$ cat src/rtl/div_pkg.sv
// Shared types and helpers for the array-divider sequencing controller.
//
// Contents:
//   N_W / D_W / Q_W : dividend, divisor and quotient widths of the array rows
//   SAT_Q           : quotient value reported when the array result is unusable
//   div_state_t     : controller FSM state encoding
//   div_class_t     : {dbz, ovf} screening result for an operand pair
//   div_classify    : screens an operand pair before it is launched into the array
package div_pkg;

  localparam int N_W = 16;
  localparam int D_W = 8;
  localparam int Q_W = 8;

  localparam logic [Q_W-1:0] SAT_Q = 8'hFF;

  typedef enum logic [1:0] {
    IDLE   = 2'd0,
    SETTLE = 2'd1,
    BYPASS = 2'd2,
    HOLD   = 2'd3
  } div_state_t;

  typedef struct packed {
    logic dbz;
    logic ovf;
  } div_class_t;

  // The true quotient needs more than Q_W bits exactly when the upper half
  // of the dividend is not smaller than the divisor. Divide-by-zero wins, so
  // ovf is never set alongside dbz.
  function automatic div_class_t div_classify(input logic [N_W-1:0] n,
                                              input logic [D_W-1:0] d);
    div_class_t c;
    c.dbz = (d == '0);
    c.ovf = !c.dbz && (n[N_W-1:N_W-D_W] >= d);
    return c;
  endfunction

endpackage

$ cat src/rtl/div_settle_counter.sv
// Settle-time down-counter for the array divider controller.
//
// Ports:
//   clk      : clock
//   rst      : asynchronous active-high reset (counter clears to 0)
//   load     : load load_val this cycle (takes priority over dec)
//   load_val : start value, normally SETTLE_CYCLES-1
//   dec      : decrement by one; ignored when the count is already 0
//   zero     : count is 0 (terminal count)
module div_settle_counter #(
  parameter int W = 2
) (
  input  logic         clk,
  input  logic         rst,
  input  logic         load,
  input  logic [W-1:0] load_val,
  input  logic         dec,
  output logic         zero
);

  logic [W-1:0] cnt_q;

  always_ff @(posedge clk or posedge rst) begin
    if (rst) begin
      cnt_q <= '0;
    end else if (load) begin
      cnt_q <= load_val;
    end else if (dec && (cnt_q != '0)) begin
      cnt_q <= cnt_q - W'(1);
    end
  end

  assign zero = (cnt_q == '0);

endmodule

$ cat src/rtl/divider_array_ctrl.sv
// Sequential front/back-end for the 16/8 combinational array divider.
//
// Operands are accepted over in_valid/in_ready, registered onto div_n/div_d,
// and left untouched while the array settles. After SETTLE_CYCLES edges the
// array quotient/remainder are captured and offered over out_valid/out_ready.
// Divide-by-zero and quotient-overflow pairs skip the array wait and return a
// saturated, flagged result instead of array garbage.
//
// Ports:
//   clk, rst          : clock, asynchronous active-high reset
//   in_valid/in_ready : operand handshake; in_n dividend, in_d divisor
//   div_n/div_d       : registered operands driven into the array
//   div_q/div_r       : array quotient/remainder
//   out_valid/out_ready : result handshake
//   out_q/out_r       : result quotient/remainder
//   out_dbz/out_ovf   : divide-by-zero / quotient-overflow flags
//   op_count          : accepted operations, saturating at 16'hFFFF
//
// state  | meaning
// IDLE   | no operation in flight, ready for operands
// SETTLE | operands launched, waiting for the array to settle
// BYPASS | dbz/ovf pair, building the saturated result
// HOLD   | result valid, waiting for the consumer
module divider_array_ctrl
  import div_pkg::*;
#(
  parameter int SETTLE_CYCLES = 2
) (
  input  logic           clk,
  input  logic           rst,
  input  logic           in_valid,
  output logic           in_ready,
  input  logic [N_W-1:0] in_n,
  input  logic [D_W-1:0] in_d,
  output logic [N_W-1:0] div_n,
  output logic [D_W-1:0] div_d,
  input  logic [Q_W-1:0] div_q,
  input  logic [D_W-1:0] div_r,
  output logic           out_valid,
  input  logic           out_ready,
  output logic [Q_W-1:0] out_q,
  output logic [D_W-1:0] out_r,
  output logic           out_dbz,
  output logic           out_ovf,
  output logic [15:0]    op_count
);

  localparam int CNT_W = $clog2(SETTLE_CYCLES + 1);
  localparam logic [CNT_W-1:0] CNT_INIT = CNT_W'(SETTLE_CYCLES - 1);

  div_state_t state_q;
  div_state_t state_d;

  div_class_t cls_in;
  div_class_t cls_q;

  logic accept;
  logic bypass_in;
  logic cnt_zero;
  logic cnt_load;
  logic cnt_dec;
  logic capture_arr;

  assign cls_in    = div_classify(in_n, in_d);
  assign bypass_in = cls_in.dbz | cls_in.ovf;
  assign accept    = in_valid & in_ready;

  // Only pairs that really go through the array need the settle wait.
  assign cnt_load    = accept & ~bypass_in;
  assign capture_arr = (state_q == SETTLE) & cnt_zero;

  div_settle_counter #(
    .W (CNT_W)
  ) u_settle_cnt (
    .clk      (clk),
    .rst      (rst),
    .load     (cnt_load),
    .load_val (CNT_INIT),
    .dec      (cnt_dec),
    .zero     (cnt_zero)
  );

  always_ff @(posedge clk or posedge rst) begin
    if (rst) begin
      state_q <= IDLE;
    end else begin
      state_q <= state_d;
    end
  end

  always_comb begin
    state_d = state_q;
    case (state_q)
      IDLE: begin
        if (accept) begin
          state_d = bypass_in ? BYPASS : SETTLE;
        end
      end
      SETTLE: begin
        if (cnt_zero) begin
          state_d = HOLD;
        end
      end
      BYPASS: begin
        state_d = HOLD;
      end
      HOLD: begin
        // accept here implies out_ready: retire and relaunch on the same edge
        if (accept) begin
          state_d = bypass_in ? BYPASS : SETTLE;
        end else if (out_ready) begin
          state_d = IDLE;
        end
      end
      default: begin
        state_d = IDLE;
      end
    endcase
  end

  always_comb begin
    in_ready  = 1'b0;
    out_valid = 1'b0;
    cnt_dec   = 1'b0;
    case (state_q)
      IDLE: begin
        in_ready = 1'b1;
      end
      SETTLE: begin
        cnt_dec = ~cnt_zero;
      end
      HOLD: begin
        out_valid = 1'b1;
        in_ready  = out_ready;
      end
      default: begin
        in_ready = 1'b0;
      end
    endcase
  end

  // Operand, result and statistics registers. div_n/div_d change only on an
  // accept, so the array inputs are frozen for the whole settle window.
  always_ff @(posedge clk or posedge rst) begin
    if (rst) begin
      div_n    <= '0;
      div_d    <= '0;
      cls_q    <= '0;
      out_q    <= '0;
      out_r    <= '0;
      out_dbz  <= 1'b0;
      out_ovf  <= 1'b0;
      op_count <= '0;
    end else begin
      if (accept) begin
        div_n <= in_n;
        div_d <= in_d;
        cls_q <= cls_in;
        if (op_count != 16'hFFFF) begin
          op_count <= op_count + 16'd1;
        end
      end

      if (capture_arr) begin
        out_q   <= div_q;
        out_r   <= div_r;
        out_dbz <= 1'b0;
        out_ovf <= 1'b0;
      end

      // A zero divisor leaves the whole dividend as remainder; the low byte
      // is what fits the remainder port.
      if (state_q == BYPASS) begin
        out_q   <= SAT_Q;
        out_r   <= cls_q.dbz ? div_n[D_W-1:0] : '0;
        out_dbz <= cls_q.dbz;
        out_ovf <= cls_q.ovf;
      end
    end
  end

endmodule

$ cat config.mk
export PLATFORM = sky130hd
export DESIGN_NAME = divider_array_ctrl
export DESIGN_NICKNAME = d
export VERILOG_FILES = /design/src/rtl/div_pkg.sv /design/src/rtl/div_settle_counter.sv /design/src/rtl/divider_array_ctrl.sv
export SDC_FILE = /design/constraint.sdc
export NUM_CORES = 1
export LEC_CHECK = 0
export CAP_MARGIN = 20
export CORE_ASPECT_RATIO = 1.1
export CORE_MARGIN = 10
export CORE_UTILIZATION = 45
export CTS_CLUSTER_DIAMETER = 150
export DETAILED_ROUTE_END_ITERATION = 10
export GPL_TIMING_DRIVEN = 0
export PLACE_DENSITY = 0.79
export SYNTH_ARGS = -nofsm -noshare
export SYNTH_HDL_FRONTEND = slang
export SYNTH_SLANG_ARGS = --single-unit
$ cat constraint.sdc
create_clock -name clk -period 2.3 [get_ports clk]
set_input_delay 0.345 -clock clk [delete_from_list [all_inputs] [get_ports clk]]
set_output_delay 0.345 -clock clk [all_outputs]
set_load 0.005 [all_outputs]
==> metrics.log <==
INFO  metric outcome = finished clean
INFO  metric vias = 2573
INFO  metric worst-r2r-cell-count = 8
INFO  metric timing_worst_slew_pin_value = about 0.58 ns
INFO  metric yosysWarningCount = 0
INFO  metric area_growth = 44.6%
INFO  metric number_of_synthesized_flops_with_an_enable_pin = 0
INFO  metric tritoncts = yes
INFO  metric synth-seq-area-share = 52.7%
INFO  metric cells_after_synth = ~300
INFO  metric worstPathRequired = 2.51 ns
INFO  metric power.density_cell_area = 1120 nW/µm²
INFO  metric regToRegEndpoint = op_count[12]
INFO  metric finClkSkew = 0.00904 ns
INFO  metric route.detailed.vias_per_inst = 5.11
INFO  metric layout.nets = roughly 480
INFO  metric maximum_number_of_pins_on_one_net_before_global_route_repair = between 40 and 50
INFO  metric timing.critical_path.to_type = register
INFO  metric coreArea = 6590 µm²
INFO  metric floorplan.rows = 31
INFO  metric timing.setup.critical_path_class = register to register
INFO  metric drt_drc_violations_left = 0
INFO  metric synthesis.nets = 360
INFO  metric hold_class = input pin to async pin
INFO  metric clockRootBuffer = sky130_fd_sc_hd__clkbuf_8
INFO  metric final-seq-area = between 1500 and 2000 µm²
INFO  metric clkSlewWorstSetupHoldPaths = 0.07 ns
INFO  metric min_period = ~2.1 ns
INFO  metric cp_slowest_cell = sky130_fd_sc_hd__dfrtp_1
INFO  metric max_cap_violations = 0
INFO  metric finish.cell_count_without_fillers = 504
INFO  metric worst_slew_margin_rel = 60.3%
INFO  metric place_area = about 4200 µm²
INFO  metric power.ir.vdd_worst = 0.497 mV
INFO  metric critical_path_arrival = roughly 2.3 ns
INFO  metric yosysUniqueCellTypes = 43
INFO  metric finalWirelength = 7940 µm
INFO  metric setup_viol = 0
INFO  metric ys.flop_type = sky130_fd_sc_hd__dfrtp_1
INFO  metric path_cells = inv_1 -> ha_1 -> nand2b_4 -> or2_1 -> buf_6 -> nor3_2 -> nand4_1 -> xnor2_1
INFO  metric grt-ovfl-total = 0
INFO  metric io_buffers = about 100
INFO  metric dr.pass1.iters = 4
INFO  metric num-fill-cells = 555
INFO  metric first_iter_violations = 80
INFO  metric cts.repair_timing.setup_buffer_count = 0
INFO  metric number_of_buffers_inserted_during_clock_tree_synthesis = 9
INFO  metric synthArstFlopShare = 100%
INFO  metric layout-drive-gt1-share = between 5 and 6%
INFO  metric synth.avg_cell_area = 10.1 µm²
INFO  metric final_max_slew_viol_count = 0
INFO  metric worst_slack = between 0.15 and 0.2 ns
INFO  metric area_taken_by_multi_input_logic_gates = 1340 µm²
INFO  metric crit_path_max_fanout = 9
INFO  metric ctsHoldBuffers = 0
INFO  metric grt_pass1_vias = 2625
INFO  metric dp_cells = 488
INFO  metric synth.ff_latch_count = 64
INFO  metric total_power = about 4.9 mW
INFO  metric detailedPlace.worstSlack = -0.0981 ns
INFO  metric static-leakage-power = 2.03 nW
INFO  metric synthesis.area = 3040 µm²
INFO  metric max_freq = 472 MHz
INFO  metric drt-wirelength-per-cell = approximately 16 µm
INFO  metric crit_path_max_incr_delay = between 0.3 and 0.4 ns
INFO  metric clk_latency = ~0.32 ns
INFO  metric timing_hold_violations_final = 0
INFO  metric globalRouteTotalUtil = 15.0%
INFO  metric grt_pass1_wl = 13200 µm
INFO  metric total_number_of_clock_tree_sinks = 64
INFO  metric initial_utilization = 46.1%
INFO  metric h_tree_depth = 3
INFO  metric antenna_cells = 0
INFO  metric grt_setup_unrepaired = no
INFO  metric reg2reg_slack = 0.18 ns
INFO  metric post-dp-hpwl = 6270 µm
INFO  metric clk_path_buf_depth = 2
INFO  metric startpoint_type = register
INFO  metric number_of_routed_nets_with_antenna_violations = 0
INFO  metric antenna_found_initial = 0
INFO  metric die_y = 106 µm
INFO  metric r2r-start = state_q[0]
INFO  metric timing.final.crit_share = just over 90%
INFO  metric final_area = 4400 µm²
INFO  metric dieWidth = 98.4 µm
INFO  metric gp_congestion = 0.805
INFO  metric fp.dieArea = 10400 µm²
INFO  metric design.portCount = 104
Yosys cell counts (2+ instances only):
cell type,count,area share [%]
sky130_fd_sc_hd__clkbuf_1,9,1.1
sky130_fd_sc_hd__o21ai_0,9,1.5
sky130_fd_sc_hd__and3_1,9,1.9
sky130_fd_sc_hd__nor4_1,3,0.62
sky130_fd_sc_hd__a211oi_1,3,0.74
sky130_fd_sc_hd__o21a_1,2,0.49
sky130_fd_sc_hd__nand2_1,81,10
sky130_fd_sc_hd__o21ai_1,9,1.5
sky130_fd_sc_hd__a211o_1,8,2.3
sky130_fd_sc_hd__mux2i_1,8,2.6
sky130_fd_sc_hd__xor2_1,2,0.58
sky130_fd_sc_hd__inv_1,15,1.9
sky130_fd_sc_hd__nand3_1,8,1.3
sky130_fd_sc_hd__nor4_4,2,1.4
sky130_fd_sc_hd__nor2_1,10,1.2
sky130_fd_sc_hd__xnor2_1,13,3.7
sky130_fd_sc_hd__ha_1,14,5.8
sky130_fd_sc_hd__a21oi_1,4,0.66
sky130_fd_sc_hd__nand4_1,5,1.0
sky130_fd_sc_hd__dfrtp_1,64,53
sky130_fd_sc_hd__nand2b_1,2,0.41
state kept, by name, summed over array words and instances, names as in the netlist, 2 cells and up:
register / count
out_r: 8
div_d: 8
state_q: 2
div_n: 16
op_count: 16
u_settle_cnt.cnt_q: 2
cls_q: 2
out_q: 8
stage by stage:
stage / hold slack (ns) / util [%] / TNS (ns)
after CTS: 0.392 / 66.6 / 0
after global routing: 0.429 / 66.7 / 0
after global placement: 0.462 / 63.3 / -47.29
after detailed placement: 0.466 / 63.6 / -0.163
final: 0.388 / 66.7 / 0
after floorplan: 0.450 / - / 0
report_power, final:
group	internal (mW)	switching (mW)
Clock	0.562	0.403
Combinational	1.17	0.957
Sequential	1.54	0.276
worst max path at each step:
stage / from / end / slack, ns / cells after the start
after detailed placement: in_d[2] / state_q[0] / -0.1 / 8
final: state_q[0] / op_count[12] / 0.18 / 8
after floorplan: state_q[0] / op_count[15] / 0.30 / 8
after global routing: state_q[0] / op_count[10] / 0.005 / 8
after CTS: state_q[0] / div_n[4] / 0.07 / 7
after global placement: rst / out_q[0] / -0.74 / 2
routing by layer:
| metal | part of all wire, % | routed length, µm | global-route usage [%] |
|---|---|---|---|
| met4 | 1.1 | 90 | 5.23 |
| met3 | 7.3 | 580 | 4.34 |
| met1 | 42 | 3290 | 18.1 |
| met5 | 0 | 0 | 0 |
| met2 | 50 | 3970 | 24.9 |
cells by family after synthesis:
group,synth area share (%)
DFF,52.7
xor gates and xnor gates,4.32
adders and majority gates,5.76
and+or+nand+nor,20.7
buffers and inverters,3.46
AOI/OAI and AO/OA,10.1
muxes,3.01
cells in the final DEF, fill, tap and decap left out, types with 2 or more instances in the layout:
master	count
sky130_fd_sc_hd__clkdlybuf4s50_1	103
sky130_fd_sc_hd__clkbuf_1	12
sky130_fd_sc_hd__xnor2_1	13
sky130_fd_sc_hd__nand2_1	81
sky130_fd_sc_hd__clkbuf_8	11
sky130_fd_sc_hd__xor2_1	2
sky130_fd_sc_hd__a211o_1	8
sky130_fd_sc_hd__dfrtp_1	64
sky130_fd_sc_hd__o21ai_1	9
sky130_fd_sc_hd__nand2b_1	2
sky130_fd_sc_hd__o21a_1	2
sky130_fd_sc_hd__nor4_1	3
sky130_fd_sc_hd__nor4_4	2
sky130_fd_sc_hd__a211oi_1	3
sky130_fd_sc_hd__mux2i_1	8
sky130_fd_sc_hd__a21oi_1	4
sky130_fd_sc_hd__o21ai_0	9
sky130_fd_sc_hd__inv_1	14
sky130_fd_sc_hd__and3_1	9
sky130_fd_sc_hd__ha_1	14
sky130_fd_sc_hd__nand3_1	8
sky130_fd_sc_hd__nand4_1	5
sky130_fd_sc_hd__nor2_1	9
layout make-up:
| class | instances | share of cell area, % |
|---|---|---|
| sequential | 64 | 36.4 |
| multi-input combinational | 212 | 30.4 |
| timing repair buffer | 104 | 23.9 |
| clock buffer | 14 | 3.70 |
| tap | 82 | 2.33 |
| inverter | 15 | 1.28 |
| buffer | 11 | 1.11 |
| clock inverter | 2 | 0.854 |
what timing repair did:
action | 4_1_cts | 5_1_grt
gates resized for setup | 0 | 1
endpoints found under the hold margin | 0 | 0
endpoints found under the setup margin | 0 | 13
critical path, delay by kind of cell (launching register included):
kind                     cells  cell delay, ns
flip-flops                   1            0.39
adder cells (fa/ha/maj)      1            0.34
AND/OR/NAND/NOR              4            0.89
buffers and inverters        2            0.23
XOR/XNOR                     1            0.15
Power figures use the tool's default switching activity.
